### src/rtl/imuldiv_muldiv_dispatch_pkg.sv
// Shared encodings for the mul/div dispatch front-end: request function codes,
// divider signedness codes and the dispatch FSM states.
package imuldiv_muldiv_dispatch_pkg;

    localparam logic [2:0] FN_MUL  = 3'd0;
    localparam logic [2:0] FN_DIV  = 3'd1;
    localparam logic [2:0] FN_DIVU = 3'd2;
    localparam logic [2:0] FN_REM  = 3'd3;
    localparam logic [2:0] FN_REMU = 3'd4;

    localparam logic DIVFN_SIGNED   = 1'b0;
    localparam logic DIVFN_UNSIGNED = 1'b1;

    typedef enum logic [1:0] {
        ST_IDLE  = 2'd0,
        ST_ISSUE = 2'd1,
        ST_WAIT  = 2'd2,
        ST_RESP  = 2'd3
    } state_t;

    function automatic logic fn_is_legal(input logic [2:0] fn);
        return (fn <= FN_REMU);
    endfunction

    function automatic logic fn_is_mul(input logic [2:0] fn);
        return (fn == FN_MUL);
    endfunction

    function automatic logic fn_is_rem(input logic [2:0] fn);
        return (fn == FN_REM) || (fn == FN_REMU);
    endfunction

    function automatic logic divfn_of(input logic [2:0] fn);
        return ((fn == FN_DIVU) || (fn == FN_REMU)) ? DIVFN_UNSIGNED : DIVFN_SIGNED;
    endfunction

endpackage

### src/rtl/imuldiv_muldiv_dispatch_ctrl.sv
// Dispatch FSM: upstream/downstream handshakes and datapath load strobes.
//
//   state    | meaning
//   ---------+---------------------------------------------------------
//   ST_IDLE  | ready for a new request
//   ST_ISSUE | presenting registered operands to the target unit
//   ST_WAIT  | waiting for the target unit's response
//   ST_RESP  | presenting the registered result to the pipeline
//
// Every handshake output is a function of state and the registered fn only,
// so no input val/rdy reaches an output combinationally.
module imuldiv_muldiv_dispatch_ctrl
    import imuldiv_muldiv_dispatch_pkg::*;
(
    input  logic       clk,
    input  logic       reset,
    input  logic       muldivreq_val,
    input  logic [2:0] muldivreq_fn,
    input  logic [2:0] fn_reg,
    input  logic       mulreq_rdy,
    input  logic       divreq_rdy,
    input  logic       mulresp_val,
    input  logic       divresp_val,
    input  logic       muldivresp_rdy,
    output logic       muldivreq_rdy,
    output logic       mulreq_val,
    output logic       divreq_val,
    output logic       mulresp_rdy,
    output logic       divresp_rdy,
    output logic       muldivresp_val,
    output logic       load_req,
    output logic       load_err,
    output logic       load_resp
);

    state_t state;
    state_t state_next;
    logic   target_mul;

    assign target_mul = fn_is_mul(fn_reg);

    // State register; reset abandons any in-flight operation.
    always_ff @(posedge clk or negedge reset) begin
        if (!reset) begin
            state <= ST_IDLE;
        end else begin
            state <= state_next;
        end
    end

    // Next-state, handshake outputs and datapath strobes.
    always_comb begin
        state_next     = state;
        muldivreq_rdy  = 1'b0;
        mulreq_val     = 1'b0;
        divreq_val     = 1'b0;
        mulresp_rdy    = 1'b0;
        divresp_rdy    = 1'b0;
        muldivresp_val = 1'b0;
        load_req       = 1'b0;
        load_err       = 1'b0;
        load_resp      = 1'b0;
        case (state)
            ST_IDLE: begin
                muldivreq_rdy = 1'b1;
                if (muldivreq_val) begin
                    load_req = 1'b1;
                    if (fn_is_legal(muldivreq_fn)) begin
                        state_next = ST_ISSUE;
                    end else begin
                        load_err   = 1'b1;
                        state_next = ST_RESP;
                    end
                end
            end
            ST_ISSUE: begin
                if (target_mul) begin
                    mulreq_val = 1'b1;
                    if (mulreq_rdy) state_next = ST_WAIT;
                end else begin
                    divreq_val = 1'b1;
                    if (divreq_rdy) state_next = ST_WAIT;
                end
            end
            ST_WAIT: begin
                mulresp_rdy = target_mul;
                divresp_rdy = !target_mul;
                if (target_mul ? mulresp_val : divresp_val) begin
                    load_resp  = 1'b1;
                    state_next = ST_RESP;
                end
            end
            ST_RESP: begin
                muldivresp_val = 1'b1;
                if (muldivresp_rdy) state_next = ST_IDLE;
            end
            default: state_next = ST_IDLE;
        endcase
    end

endmodule

### src/rtl/imuldiv_muldiv_dispatch_datapath.sv
// Request register, result select and result/err registers.
module imuldiv_muldiv_dispatch_datapath
    import imuldiv_muldiv_dispatch_pkg::*;
(
    input  logic        clk,
    input  logic        reset,
    input  logic        load_req,
    input  logic        load_err,
    input  logic        load_resp,
    input  logic [2:0]  req_fn,
    input  logic [31:0] req_a,
    input  logic [31:0] req_b,
    input  logic [63:0] mul_result,
    input  logic [63:0] div_result,
    output logic [2:0]  fn_reg,
    output logic [31:0] a_reg,
    output logic [31:0] b_reg,
    output logic [31:0] result,
    output logic        err
);

    logic [31:0] resp_sel;
    logic        unused_mul_hi;

    // Only the low product word is ever returned to the pipeline.
    assign unused_mul_hi = ^mul_result[63:32];

    // Pick the result word for the operation in flight.
    always_comb begin
        resp_sel = div_result[31:0];
        if (fn_is_mul(fn_reg)) begin
            resp_sel = mul_result[31:0];
        end else if (fn_is_rem(fn_reg)) begin
            resp_sel = div_result[63:32];
        end
    end

    // Request register, held from accept until the next accept.
    always_ff @(posedge clk or negedge reset) begin
        if (!reset) begin
            fn_reg <= '0;
            a_reg  <= '0;
            b_reg  <= '0;
        end else if (load_req) begin
            fn_reg <= req_fn;
            a_reg  <= req_a;
            b_reg  <= req_b;
        end
    end

    // Result/err registers; an illegal fn short-circuits to a zero result.
    always_ff @(posedge clk or negedge reset) begin
        if (!reset) begin
            result <= '0;
            err    <= 1'b0;
        end else if (load_err) begin
            result <= '0;
            err    <= 1'b1;
        end else if (load_resp) begin
            result <= resp_sel;
            err    <= 1'b0;
        end
    end

endmodule

### src/rtl/imuldiv_muldiv_dispatch.sv
// Mul/div front-end: decodes one request, issues it to the multiplier or
// divider, and returns the selected 32-bit result in order.
module imuldiv_muldiv_dispatch
    import imuldiv_muldiv_dispatch_pkg::*;
(
    input  logic        clk,
    input  logic        reset,
    input  logic [2:0]  muldivreq_msg_fn,
    input  logic [31:0] muldivreq_msg_a,
    input  logic [31:0] muldivreq_msg_b,
    input  logic        muldivreq_val,
    output logic        muldivreq_rdy,
    output logic [31:0] muldivresp_msg_result,
    output logic        muldivresp_msg_err,
    output logic        muldivresp_val,
    input  logic        muldivresp_rdy,
    output logic [31:0] mulreq_msg_a,
    output logic [31:0] mulreq_msg_b,
    output logic        mulreq_val,
    input  logic        mulreq_rdy,
    input  logic [63:0] mulresp_msg_result,
    input  logic        mulresp_val,
    output logic        mulresp_rdy,
    output logic        divreq_msg_fn,
    output logic [31:0] divreq_msg_a,
    output logic [31:0] divreq_msg_b,
    output logic        divreq_val,
    input  logic        divreq_rdy,
    input  logic [63:0] divresp_msg_result,
    input  logic        divresp_val,
    output logic        divresp_rdy
);

    logic [2:0]  fn_reg;
    logic [31:0] a_reg;
    logic [31:0] b_reg;
    logic        load_req;
    logic        load_err;
    logic        load_resp;

    imuldiv_muldiv_dispatch_ctrl u_ctrl (
        .clk            (clk),
        .reset          (reset),
        .muldivreq_val  (muldivreq_val),
        .muldivreq_fn   (muldivreq_msg_fn),
        .fn_reg         (fn_reg),
        .mulreq_rdy     (mulreq_rdy),
        .divreq_rdy     (divreq_rdy),
        .mulresp_val    (mulresp_val),
        .divresp_val    (divresp_val),
        .muldivresp_rdy (muldivresp_rdy),
        .muldivreq_rdy  (muldivreq_rdy),
        .mulreq_val     (mulreq_val),
        .divreq_val     (divreq_val),
        .mulresp_rdy    (mulresp_rdy),
        .divresp_rdy    (divresp_rdy),
        .muldivresp_val (muldivresp_val),
        .load_req       (load_req),
        .load_err       (load_err),
        .load_resp      (load_resp)
    );

    imuldiv_muldiv_dispatch_datapath u_dp (
        .clk        (clk),
        .reset      (reset),
        .load_req   (load_req),
        .load_err   (load_err),
        .load_resp  (load_resp),
        .req_fn     (muldivreq_msg_fn),
        .req_a      (muldivreq_msg_a),
        .req_b      (muldivreq_msg_b),
        .mul_result (mulresp_msg_result),
        .div_result (divresp_msg_result),
        .fn_reg     (fn_reg),
        .a_reg      (a_reg),
        .b_reg      (b_reg),
        .result     (muldivresp_msg_result),
        .err        (muldivresp_msg_err)
    );

    // Both units see the registered operands; only the target gets req_val.
    assign mulreq_msg_a  = a_reg;
    assign mulreq_msg_b  = b_reg;
    assign divreq_msg_a  = a_reg;
    assign divreq_msg_b  = b_reg;
    assign divreq_msg_fn = divfn_of(fn_reg);

endmodule

### config.mk
export PLATFORM = sky130hd
export DESIGN_NAME = imuldiv_muldiv_dispatch
export DESIGN_NICKNAME = d
export VERILOG_FILES = /design/src/rtl/imuldiv_muldiv_dispatch_pkg.sv /design/src/rtl/imuldiv_muldiv_dispatch_ctrl.sv /design/src/rtl/imuldiv_muldiv_dispatch_datapath.sv /design/src/rtl/imuldiv_muldiv_dispatch.sv
export SDC_FILE = /design/constraint.sdc
export NUM_CORES = 1
export LEC_CHECK = 0
export CAP_MARGIN = 20
export CORE_MARGIN = 10
export CORE_UTILIZATION = 34
export DETAILED_ROUTE_END_ITERATION = 7
export PLACE_DENSITY = 0.75
export SLEW_MARGIN = 20
export SYNTH_ARGS = -nofsm -noshare
export SYNTH_HDL_FRONTEND = slang
export SYNTH_SLANG_ARGS = --single-unit
### constraint.sdc
create_clock -name clk -period 1.9 [get_ports clk]
set_clock_uncertainty 0.15 [all_clocks]
set_input_delay 0.475 -clock clk [delete_from_list [all_inputs] [get_ports clk]]
set_output_delay 0.475 -clock clk [all_outputs]
set_load 0.02 [all_outputs]
After elaboration in Yosys (flattened, before gate mapping)
Cells that the tools add are included.
Word-level totals
  register bits: 102
  input port bits: 203
  output and inout bits: 168
  logic and storage cells: 56
Operators by class
  magnitude comparators: 1
  equal/unequal tests: 11
  mux-type cells: 31
  reductions and logical operators: 7
Operators with widths (count)
  32-bit 2-to-1 mux: 4
  1-bit 2-to-1 mux: 19
  2-bit 2-to-1 mux: 7
  2-bit case mux with 4 select lines: 1
  3-bit by 2-bit == test with 1-bit output, second input constant: 2
  5-bit AND reduction: 1
  2-bit == test, second input constant: 2
  2-bit inequality test, second input constant: 2
  3-bit == test, second input constant: 1
  3-bit less-or-equal comparator, second input constant: 1
  3-bit zero test: 1
  3-bit by 2-bit inequality test with 1-bit output, second input constant: 1
  3-bit inequality test, second input constant: 1
  2-bit by 1-bit == test with 1-bit output, second input constant: 1
  2-bit zero test: 1
  1-bit logical OR: 2
  2-bit by 1-bit inequality test with 1-bit output, second input constant: 1
  2-bit nonzero test: 1
  1-bit zero test: 1

Longest topological paths before layout
Gate-level depths: netlist (run 1).
  depth in word-level cells: 6
  depth in mapped cells: 7
  gate-level depth less buffers: 6

Cells and area by module
From an unflattened synthesis (run 1), not the netlist that was laid out.
Second synthesis, totals
  cells, all modules: 464
  area total of the unflattened synthesis: 5720.5 µm²
Modules (own cells, without submodules)
  imuldiv_muldiv_dispatch_datapath: times used 1, cells an instance 368, area each 4919.7 µm²
  imuldiv_muldiv_dispatch: times used 1, cells an instance 66, area each 493.0 µm²
  imuldiv_muldiv_dispatch_ctrl: times used 1, cells an instance 30, area each 307.8 µm²

Least setup slack after synthesis (run 1)
Ideal clock, no wire load.
  path kind: flip-flop to flip-flop
  start: register u_ctrl.state[0]
  end: register u_dp.a_reg[10]
  library setup time: 0.125 ns
  data arrival time: 1.791 ns
  data required time: 1.625 ns
  setup slack: -0.166 ns
  cell stages (with the launch flop): 7
  buffers on the path: 2
  clock period less this slack: 2.066 ns
  cell sequence: dfrtp_1 -> inv_1 -> ha_1 -> nand2_1 -> clkbuf_1 -> buf_2 -> mux2_2
Between the ends
  cells in the longest elaborated chain, start to end: 2
RTL lines
  start, declared: RTL line imuldiv_muldiv_dispatch_ctrl.sv:36  | state_t state;
  start signal, assigned: RTL line imuldiv_muldiv_dispatch_ctrl.sv:47  | state <= state_next;
  2-bit zero test: RTL line imuldiv_muldiv_dispatch_ctrl.sv:63  | case (state)
  1-bit 2-to-1 mux: RTL line imuldiv_muldiv_dispatch_ctrl.sv:63
  end signal, assigned: RTL line imuldiv_muldiv_dispatch_datapath.sv:46  | a_reg <= req_a;
  end, declared: RTL line imuldiv_muldiv_dispatch_datapath.sv:16  | output logic [31:0] a_reg,
No other way between the ends.
A chain may end at the register's enable or synchronous reset.

Worst setup path in the final report (run 1)
  start: register u_dp.fn_reg[0]
  end: output port mulreq_val
Between the ends
  cells in the longest elaborated chain, start to end: 3
RTL lines
  start, declared: RTL line imuldiv_muldiv_dispatch_datapath.sv:15  | output logic [2:0] fn_reg,
  start signal, assigned: RTL line imuldiv_muldiv_dispatch_datapath.sv:45  | fn_reg <= req_fn;
  3-bit zero test: RTL line imuldiv_muldiv_dispatch_pkg.sv:26  | return (fn == FN_MUL);
  1-bit 2-to-1 mux: RTL line imuldiv_muldiv_dispatch_ctrl.sv:77  | if (target_mul) begin
  1-bit 2-to-1 mux: RTL line imuldiv_muldiv_dispatch_ctrl.sv:63
  end, declared: RTL line imuldiv_muldiv_dispatch.sv:19  | output logic mulreq_val,
No other way between the ends.

==> results of run 1 <==
## final timing paths
kind                       depth (start not counted)              end  slack, ns
hold reg to reg                                    1         u_dp.err       0.33
setup / recovery                                   4       mulreq_val      -0.14
max in group asynchronous                          3   u_dp.result[6]       0.56
hold / removal                                     1         u_dp.err       0.33
min in group asynchronous                          2   u_dp.a_reg[31]       0.47
setup reg to reg                                   7  u_ctrl.state[1]      -0.11
## through the flow
step | power, mW | setup TNS, ns | cell area [um2] | hold WS, ns | std cells
after CTS | 16.75 | -1.263 | 9957 | 0.3347 | 1094
after floorplan | 10.56 | -0.8311 | 5967 | 0.02941 | 574
final | 17.04 | -2.781 | 10220 | 0.3276 | 1095
after detailed placement | 15.10 | -14.61 | 9346 | 0.3082 | 1064
after global placement | 15.00 | -13.89 | 9346 | 0.3050 | 1064
after global routing | 18.07 | -8.958 | 10220 | 0.3356 | 1095
## synth_stat cells
cell,count,share of area (%)
nor4b_4,1,0.40
a21o_1,1,0.13
dfrtp_1,102,43
o2111ai_1,32,4.7
and2_1,2,0.21
mux2_1,1,0.19
nor4_4,1,0.36
nor3b_2,1,0.21
inv_1,5,0.31
mux2_2,98,19
nand2_1,36,2.3
buf_4,66,8.3
o21ai_2,1,0.15
nor2_1,3,0.19
buf_2,13,1.1
o31a_2,1,0.17
and3b_1,1,0.15
mux2i_1,1,0.17
nand3b_1,32,4.0
ha_1,5,1.0
nand3_1,33,2.8
o22ai_1,2,0.21
nand2b_1,34,3.6
o21a_1,1,0.13
o21ai_0,32,2.7
nor3_1,1,0.084
nor3b_1,1,0.13
a21oi_1,33,2.8
nor2b_1,2,0.21
clkbuf_1,31,2.0
or2_2,1,0.10
## layout by cell type (no fill, tap or decap), types with 2 or more instances in the layout
master           synthesis  routed
clkdlybuf4s50_1          0     169
dlygate4sd2_1            0     161
dfrtp_1                102     100
mux2_2                  98      88
nand2_1                 36      35
nand2b_1                34      33
nand3_1                 33      33
o21ai_0                 32      32
nand3b_1                32      32
buf_4                   66      26
o2111ai_2                0      23
a21oi_1                 33      22
buf_6                    0      18
a21oi_2                  0      11
mux2_4                   0      11
clkbuf_16                0      10
o2111ai_4                0       9
buf_12                   0       8
buf_16                   0       5
inv_1                    5       3
nor2_1                   3       2
o22ai_1                  2       2
ha_4                     0       2
ha_2                     0       2
clkinv_4                 0       2
inv_8                    0       2
dfrtp_2                  0       2
## area by class of cell
cell class,count,area (um2)
Tap cell,225,281.5
Timing Repair Buffer,390,3847
Inverter,5,21.27
Fill cell,1520,7018
Clock inverter,6,65.06
Multi-Input combinational cell,357,3209
Sequential cell,102,2555
Clock buffer,10,239.0
## per-layer routing
metal,routed length (um),share of wire [%]
met4,439,1.8
met5,16,0.067
met3,1758,7.4
met1,9804,41
met2,11740,49
## logic make-up after synthesis
kind of cell | Yosys count | synth area share [%]
compound gates | 103 | 10.93
fa+ha+maj | 5 | 1.049
buf+inv | 115 | 11.67
flops | 102 | 42.81
mux | 100 | 18.87
simple gates | 149 | 14.67
## power by group through the flow
stage                     clock [mW]  combinational, mW  sequential, mW
after detailed placement           0               11.0            4.09
after floorplan                    0               5.44            5.12
after global routing            2.03               11.8            4.20
final                           1.91               11.1            4.03
after CTS                       1.96               10.8            4.03
after global placement             0               10.9            4.07
## repair_timing
item	in CTS	in global routing
cloned	5	1
endpoints found under the hold margin	26	0
gates resized for setup	260	38
hold buffers	1	0
endpoints found under the setup margin	260	108
pin swaps	30	25
setup buffers	8	0
==> metrics.md, run 1 <==
| Metric | Value |
|---|---|
| Max-slew headroom | `69.82%` |
| Max H-tree Level | `3` |
| #FFs+latches synth | `about 100` |
| DR DRC count | `0` |
| 1st-pass router iterations | `4` |
| Dpl ws | `-0.4266 ns` |
| Worst reg2reg startpoint | `u_dp.fn_reg[1]` |
| Max incr delay on CP | `roughly 0.43 ns` |
| Sequential share of power | `a little under a quarter` |
| Largest net degree at the start of global routing | `58` |
| Post-synthesis sequential area ratio | `42.81%` |
| CP Max Fanout | `5` |
| Initial Util | `roughly 35%` |
| Post-route clock period utilization | `107.6%` |
| GP Congestion | `about 0.80` |
| Initial antenna violation count | `1` |
| NetSw | `roughly 7.9 mW` |
| Crit path cell chain | `nor3_4 > buf_6 > and2_4 > buf_12` |
| WP data arrival | `~1.4 ns` |
| Max clock buf depth | `2` |
| Worst hold path type | `flip-flop to flip-flop` |
| Count of pins over their slew limit | `0` |
| LEAKAGE | `roughly 4.4 nW` |
| Antenna cell count | `0` |
| Max cap viols | `0` |
| Post-route ant nets | `0` |
| Worst skew pair latency | `between 0.3 and 0.4 ns` |
| Failing checks | `negative setup slack` |
| WS Path Type | `flip-flop to primary output` |
| First-pass GRT wire length | `36060 um` |
| Unrepaired setup endpoints after global routing | `yes` |
| Syn Nets | `between 700 and 800` |
| Final Util | `59.28%` |
| Final WS setup | `-0.1437 ns` |
| TritonCTS clock tree | `done` |
| Endpoint class of the critical path | `primary output` |
| Via-to-Cell Ratio | `just over 5` |
| Initial drt markers | `300` |
| Dpl hpwl | `17120 um` |
| Mapped Area | `a little under 0.006 mm2` |
| Port Buf Inserts | `338` |
| Min Tclk post-route | `~2.0 ns` |
| CTS Buf Count | `9` |
| Die Y | `about 150 um` |
| Drt total wl | `approximately 24000 um` |
| Number of I/O pins | `~370` |
| Worst IR drop on VDD | `1.096 mV` |
| Grt total ovfl | `0` |
| DR vias | `between 5000 and 6000` |
| Layout area overhead | `71.40%` |
| Max Freq | `slightly below 0.5 GHz` |
| Final hold violations | `0` |
| P per Cell Area | `around 1700 mW/mm2` |
| Total track usage | `19.51%` |
| CP Launch Type | `flip-flop` |
| # rows | `48` |
| Routing usage on met3 | `under 10%` |
| Worst path slowest cell | `dfrtp_2` |
| Clock power share | `about 11%` |
| Hold Crit Start | `u_dp.err` |
| Comb power frac | `roughly 65%` |
| Synth warn | `0` |
| Switching part of the total | `46.57%` |
| Clk sinks | `102` |
| Gate count after technology mapping | `574` |
| Met2 Use GR | `32.71%` |
| Final Setup Violations | `77` |
| Grt peak-use layer | `met2` |
| Number of global-route vias before repair | `~6000` |
| DIE AREA | `roughly 0.023 mm2` |
| CTS root buf | `clkbuf_16` |
| Buffers and inverters on the worst path | `2` |
| Status | `finished with violations` |
| WP data required | `between 1 and 1.5 ns` |
| Layout Nets | `~1100` |
| Clk slew on worst S/H paths | `~0.080 ns` |
| Routed len/inst | `~22 um` |
| GR Util met1 | `a little under a quarter` |
| Share of cells above drive strength 1 | `about 27%` |
| Internal power | `9.102 mW` |
| Worst-Margin Slew | `0.4527 ns` |
| Die W | `roughly 150 um` |
| Avg Inst Size Synth | `slightly above 10 um2` |
| Crit path from | `u_dp.fn_reg[0]` |
| Core Footprint | `approximately 0.017 mm2` |
| Cell family with most CP delay | `flip-flops` |
| Cell variety after synth | `31` |
(Power assumes the default switching activity.)
==> run 2, diff against run 1 <==
--- a/config.mk
+++ b/config.mk
@@ -5,11 +5,12 @@
 export SDC_FILE = /design/constraint.sdc
 export NUM_CORES = 1
 export LEC_CHECK = 0
+export ABC_AREA = 1
 export CAP_MARGIN = 20
 export CORE_MARGIN = 10
-export CORE_UTILIZATION = 34
+export CORE_UTILIZATION = 32
 export DETAILED_ROUTE_END_ITERATION = 7
-export PLACE_DENSITY = 0.75
+export PLACE_DENSITY = 0.74
 export SLEW_MARGIN = 20
 export SYNTH_ARGS = -nofsm -noshare
 export SYNTH_HDL_FRONTEND = slang
==> run 2 against run 1 <==
The run still ends with negative setup slack left. Critical path depth increased by 1. First-iteration DRC count decreased by 22%. Synthesized cell count increased by 20%. Worst setup slack improved by 0.091 ns. Global-route usage decreased by 2.2 points. Non-clock buffer count decreased by 9. Flip-flop and latch count unchanged. Clock-buffer cell count unchanged. Die area decreased by 4.5%. Register-to-register slack improved by 0.06 ns. Fmax increased by 4.6%. Critical path type unchanged. Largest cell class unchanged. Highest routed layer is now met4.
==> metrics.md, run 2 <==
| Metric | Value |
|---|---|
| Port Buf Inserts | `338 (unchanged)` |
| Post-Route Hold Slack | `0.3252 ns (-0.002358 ns)` |
| Total track usage | `17.29% (-2.2 points)` |
| Unrepaired setup endpoints after global routing | `yes` |
| Final instance area | `0.009123 mm2 (-11%)` |
| Syn Nets | `897 (+15%)` |
| GP Congestion | `0.8330 (+3.9%)` |
| DR vias | `5430 (-1.4%)` |
| TritonCTS clock tree | `done` |
| Register area | `0.002552 mm2 (about the same)` |
| Worst reg-to-reg setup slack | `-0.05 ns (+0.06 ns)` |
| DR DRC count | `0 (unchanged)` |
| Final Power | `15.01 mW (-12%)` |
| Post-route clock period utilization | `102.8% (-4.8 points)` |
| Max Freq | `0.5120 GHz (+4.6%)` |
| Die W | `148.9 um (-2.3%)` |
| Drt total wl | `20600 um (-13%)` |
| Max H-tree Level | `3 (unchanged)` |
| R2R depth | `14 (+7)` |
| Dpl ws | `-0.1897 ns (+0.2369 ns)` |
| Area occupied by multi-input gates | `0.002253 mm2 (-30%)` |
| Antenna cell count | `0 (unchanged)` |
| Initial antenna violation count | `0 (-1)` |
| Post-route ant nets | `0 (unchanged)` |
| Layout Nets | `1189 (+11%)` |
| Worst IR drop on VDD | `0.9115 mV (-17%)` |
| Most frequent cells in the layout | `nand2_1 (307), clkdlybuf4s50_1 (169), dlygate4sd2_1 (161), dfrtp_1 (102), nand3_1 (74)` |
| DIE AREA | `0.02218 mm2 (-4.5%)` |
| CP Launch Type | `flip-flop` |
| Cell taking the most area after synthesis | `dfrtp_1` |
| Endpoint class of the critical path | `primary output` |
| Worst skew pair latency | `0.35 ns (about the same)` |
| WP data required | `1.27 ns (about the same)` |
| 1st-pass router iterations | `4 (unchanged)` |
| Min Tclk post-route | `1.953 ns (-0.09065 ns)` |
| Routed len/inst | `17.08 um (-21%)` |
| Grt total ovfl | `0 (unchanged)` |
| Initial Util | `32.30% (-2.3 points)` |
| WP data arrival | `1.33 ns (-0.09 ns)` |
| Synth Flop Type | `dfrtp_1` |
| Core Footprint | `0.01647 mm2 (-4.5%)` |
| Avg Inst Size Synth | `7.720 um2 (-26%)` |
| Async SR Flop Fraction | `100.0% (unchanged)` |
| Commonest cells in the synthesized netlist | `nand2_1 (314), dfrtp_1 (102), nand3_1 (99)` |
| Area contributors post-synth | `dfrtp_1 (48%), nand2_1 (22%), buf_4 (9.5%)` |
| Final WS setup | `-0.05310 ns (+0.09065 ns)` |
| #FFs+latches synth | `102 (unchanged)` |
| LEAKAGE | `4.781 nW (+9.2%)` |
| CTS Buf Count | `9 (unchanged)` |
| Number of global-route vias before repair | `5412 (-9.7%)` |
| Count of pins over their slew limit | `0 (unchanged)` |
| Layout area overhead | `71.51% (about the same)` |
| Top-count cell post-synth | `nand2_1` |
| Final Setup Violations | `31 (-60%)` |
| Max clock buf depth | `2 (unchanged)` |
| First-pass GRT wire length | `30540 um (-15%)` |
| Synth warn | `0 (unchanged)` |
| Initial drt markers | `233 (-22%)` |
| Yosys top cell area share | `47.99% (+5.2 points)` |
| Fin cells | `1206 (+10%)` |
| Dpl hpwl | `15710 um (-8.2%)` |
| Worst-Margin Slew | `0.4942 ns (+0.04146 ns)` |
| Met2 Use GR | `31.18% (-1.5 points)` |
| Share of cells above drive strength 1 | `15.11% (-12 points)` |
| CP Max Fanout | `3 (-2)` |
| Worst hold path type | `flip-flop to flip-flop` |
| Post-synthesis sequential area ratio | `47.99% (+5.2 points)` |
| Worst reg2reg startpoint | `u_ctrl.state[0]` |
| Status | `finished with violations` |
| Final TNS setup | `-0.6105 ns (+2.171 ns)` |
| WS Path Type | `flip-flop to primary output` |
| Commonest non-fill, non-tap cell in the layout | `nand2_1` |
| Hold Crit Start | `u_dp.result[21]` |
| Clk sinks | `102 (unchanged)` |
| Cell variety after synth | `21 (-32%)` |
| FF-to-FF End | `u_dp.result[22]` |
| Clk slew on worst S/H paths | `0.08 ns (about the same)` |
| Hold Path Cell Cnt | `2 (+1)` |
| Gate count after technology mapping | `689 (+20%)` |
| Grt peak-use layer | `met2` |
| Placed cell area | `0.008698 mm2 (-6.9%)` |
| Fill count | `1590 (+4.6%)` |
| GR Util met1 | `19.00% (-4.4 points)` |
| Mapped Area | `0.005319 mm2 (-11%)` |
| Number of synthesized flops with an enable pin | `0 (unchanged)` |
| CTS root buf | `clkbuf_16` |
| Failing checks | `negative setup slack` |
| Number of I/O pins | `371 (unchanged)` |
| Max-slew headroom | `67.05% (-2.8 points)` |
| Via-to-Cell Ratio | `4.502 (-10%)` |
| Final Util | `55.40% (-3.9 points)` |
| Worst hold endpoint | `u_dp.result[21]` |
| Largest net degree at the start of global routing | `69 (+19%)` |
| # rows | `47 (-2.1%)` |
| Die Y | `148.9 um (-2.3%)` |
| Routing usage on met3 | `5.583% (-0.60 points)` |
| P per Cell Area | `1646 mW/mm2 (-1.3%)` |
| Placed cells | `1181 (+11%)` |
| Max cap viols | `0 (unchanged)` |
| Final hold violations | `0 (unchanged)` |
[run 2: cell types whose count changed after synthesis, sizes merged, moves of 6 or more]
cell / previous run / this run
nand2: 36 / 315
mux2: 99 / 0
nand3: 33 / 100
nand2b: 34 / 0
a21oi: 33 / 1
o2111ai: 32 / 0
or2: 1 / 33
nand3b: 32 / 1
o21ai: 33 / 5
clkbuf: 31 / 14
inv: 5 / 17
buf: 79 / 86
nor2: 3 / 9
[run 2: worst max-delay path by stage]
stage | startpoint | end | slack [ns] | cells after the start
3_3_place_gp | muldivreq_val | u_dp.result[7] | -0.17 | 10
5_1_grt | u_ctrl.state[0] | divresp_rdy | -0.14 | 5
3_5_place_dp | muldivreq_val | u_dp.result[8] | -0.19 | 10
6_report | u_ctrl.state[0] | divresp_rdy | -0.05 | 5
4_1_cts | u_ctrl.state[0] | mulreq_val | -0.06 | 5
2_1_floorplan | u_dp.fn_reg[0] | mulreq_val | 0.006 | 5
[run 2: layout make-up]
class                   count  share of cell area [%]
repair buffers            381                   40.35
flip-flops and latches    102                   27.98
multi-input cells         470                   24.70
well taps                 220                   3.017
clock buffers              10                   2.620
inverters                  17                  0.7269
clock inverters             6                  0.6035
[run 2: kinds of logic (layout without fill, tap and decap cells)]
group | after synthesis | count (layout) | share of synthesized area [%]
AOI/OAI and AO/OA | 7 | 7 | 0.8470
adders and majority gates | 5 | 5 | 1.176
buffers and inverters | 117 | 414 | 13.36
DFF | 102 | 102 | 47.99
and+or+nand+nor | 458 | 458 | 36.63
[run 2: power breakdown]
| part | switching (mW) | leakage (nW) | total (mW) | internal, mW |
|---|---|---|---|---|
| Clock | 0.870 | 0.139 | 1.82 | 0.948 |
| Combinational | 5.63 | 3.36 | 9.35 | 3.72 |
| Sequential | 0.703 | 1.29 | 3.85 | 3.14 |
| Total | 7.20 | 4.78 | 15.0 | 7.81 |
[run 2: per-layer routing]
layer / vias to the layer above / wire (um)
li1: 2666 / -
met1: 2528 / 7916
met2: 216 / 10820
met3: 20 / 1542
met4: 0 / 316
met5: - / 0
[run 2: repair_timing]
item | 4_1_cts | 5_1_grt
endpoints found under the hold margin | 18 | 0
hold buffers | 1 | 0
setup endpoints to repair | 261 | 80
pin swaps | 3 | 10
setup buffers | 2 | 3
cloned | 0 | 3
resized for setup | 202 | 43
[run 2: critical path, cell delays in order, from the launching register on]
cell,delay [ns]
dfrtp_1,0.39
inv_2,0.08
ha_1,0.17
inv_1,0.08
nor2_1,0.11
buf_4,0.15
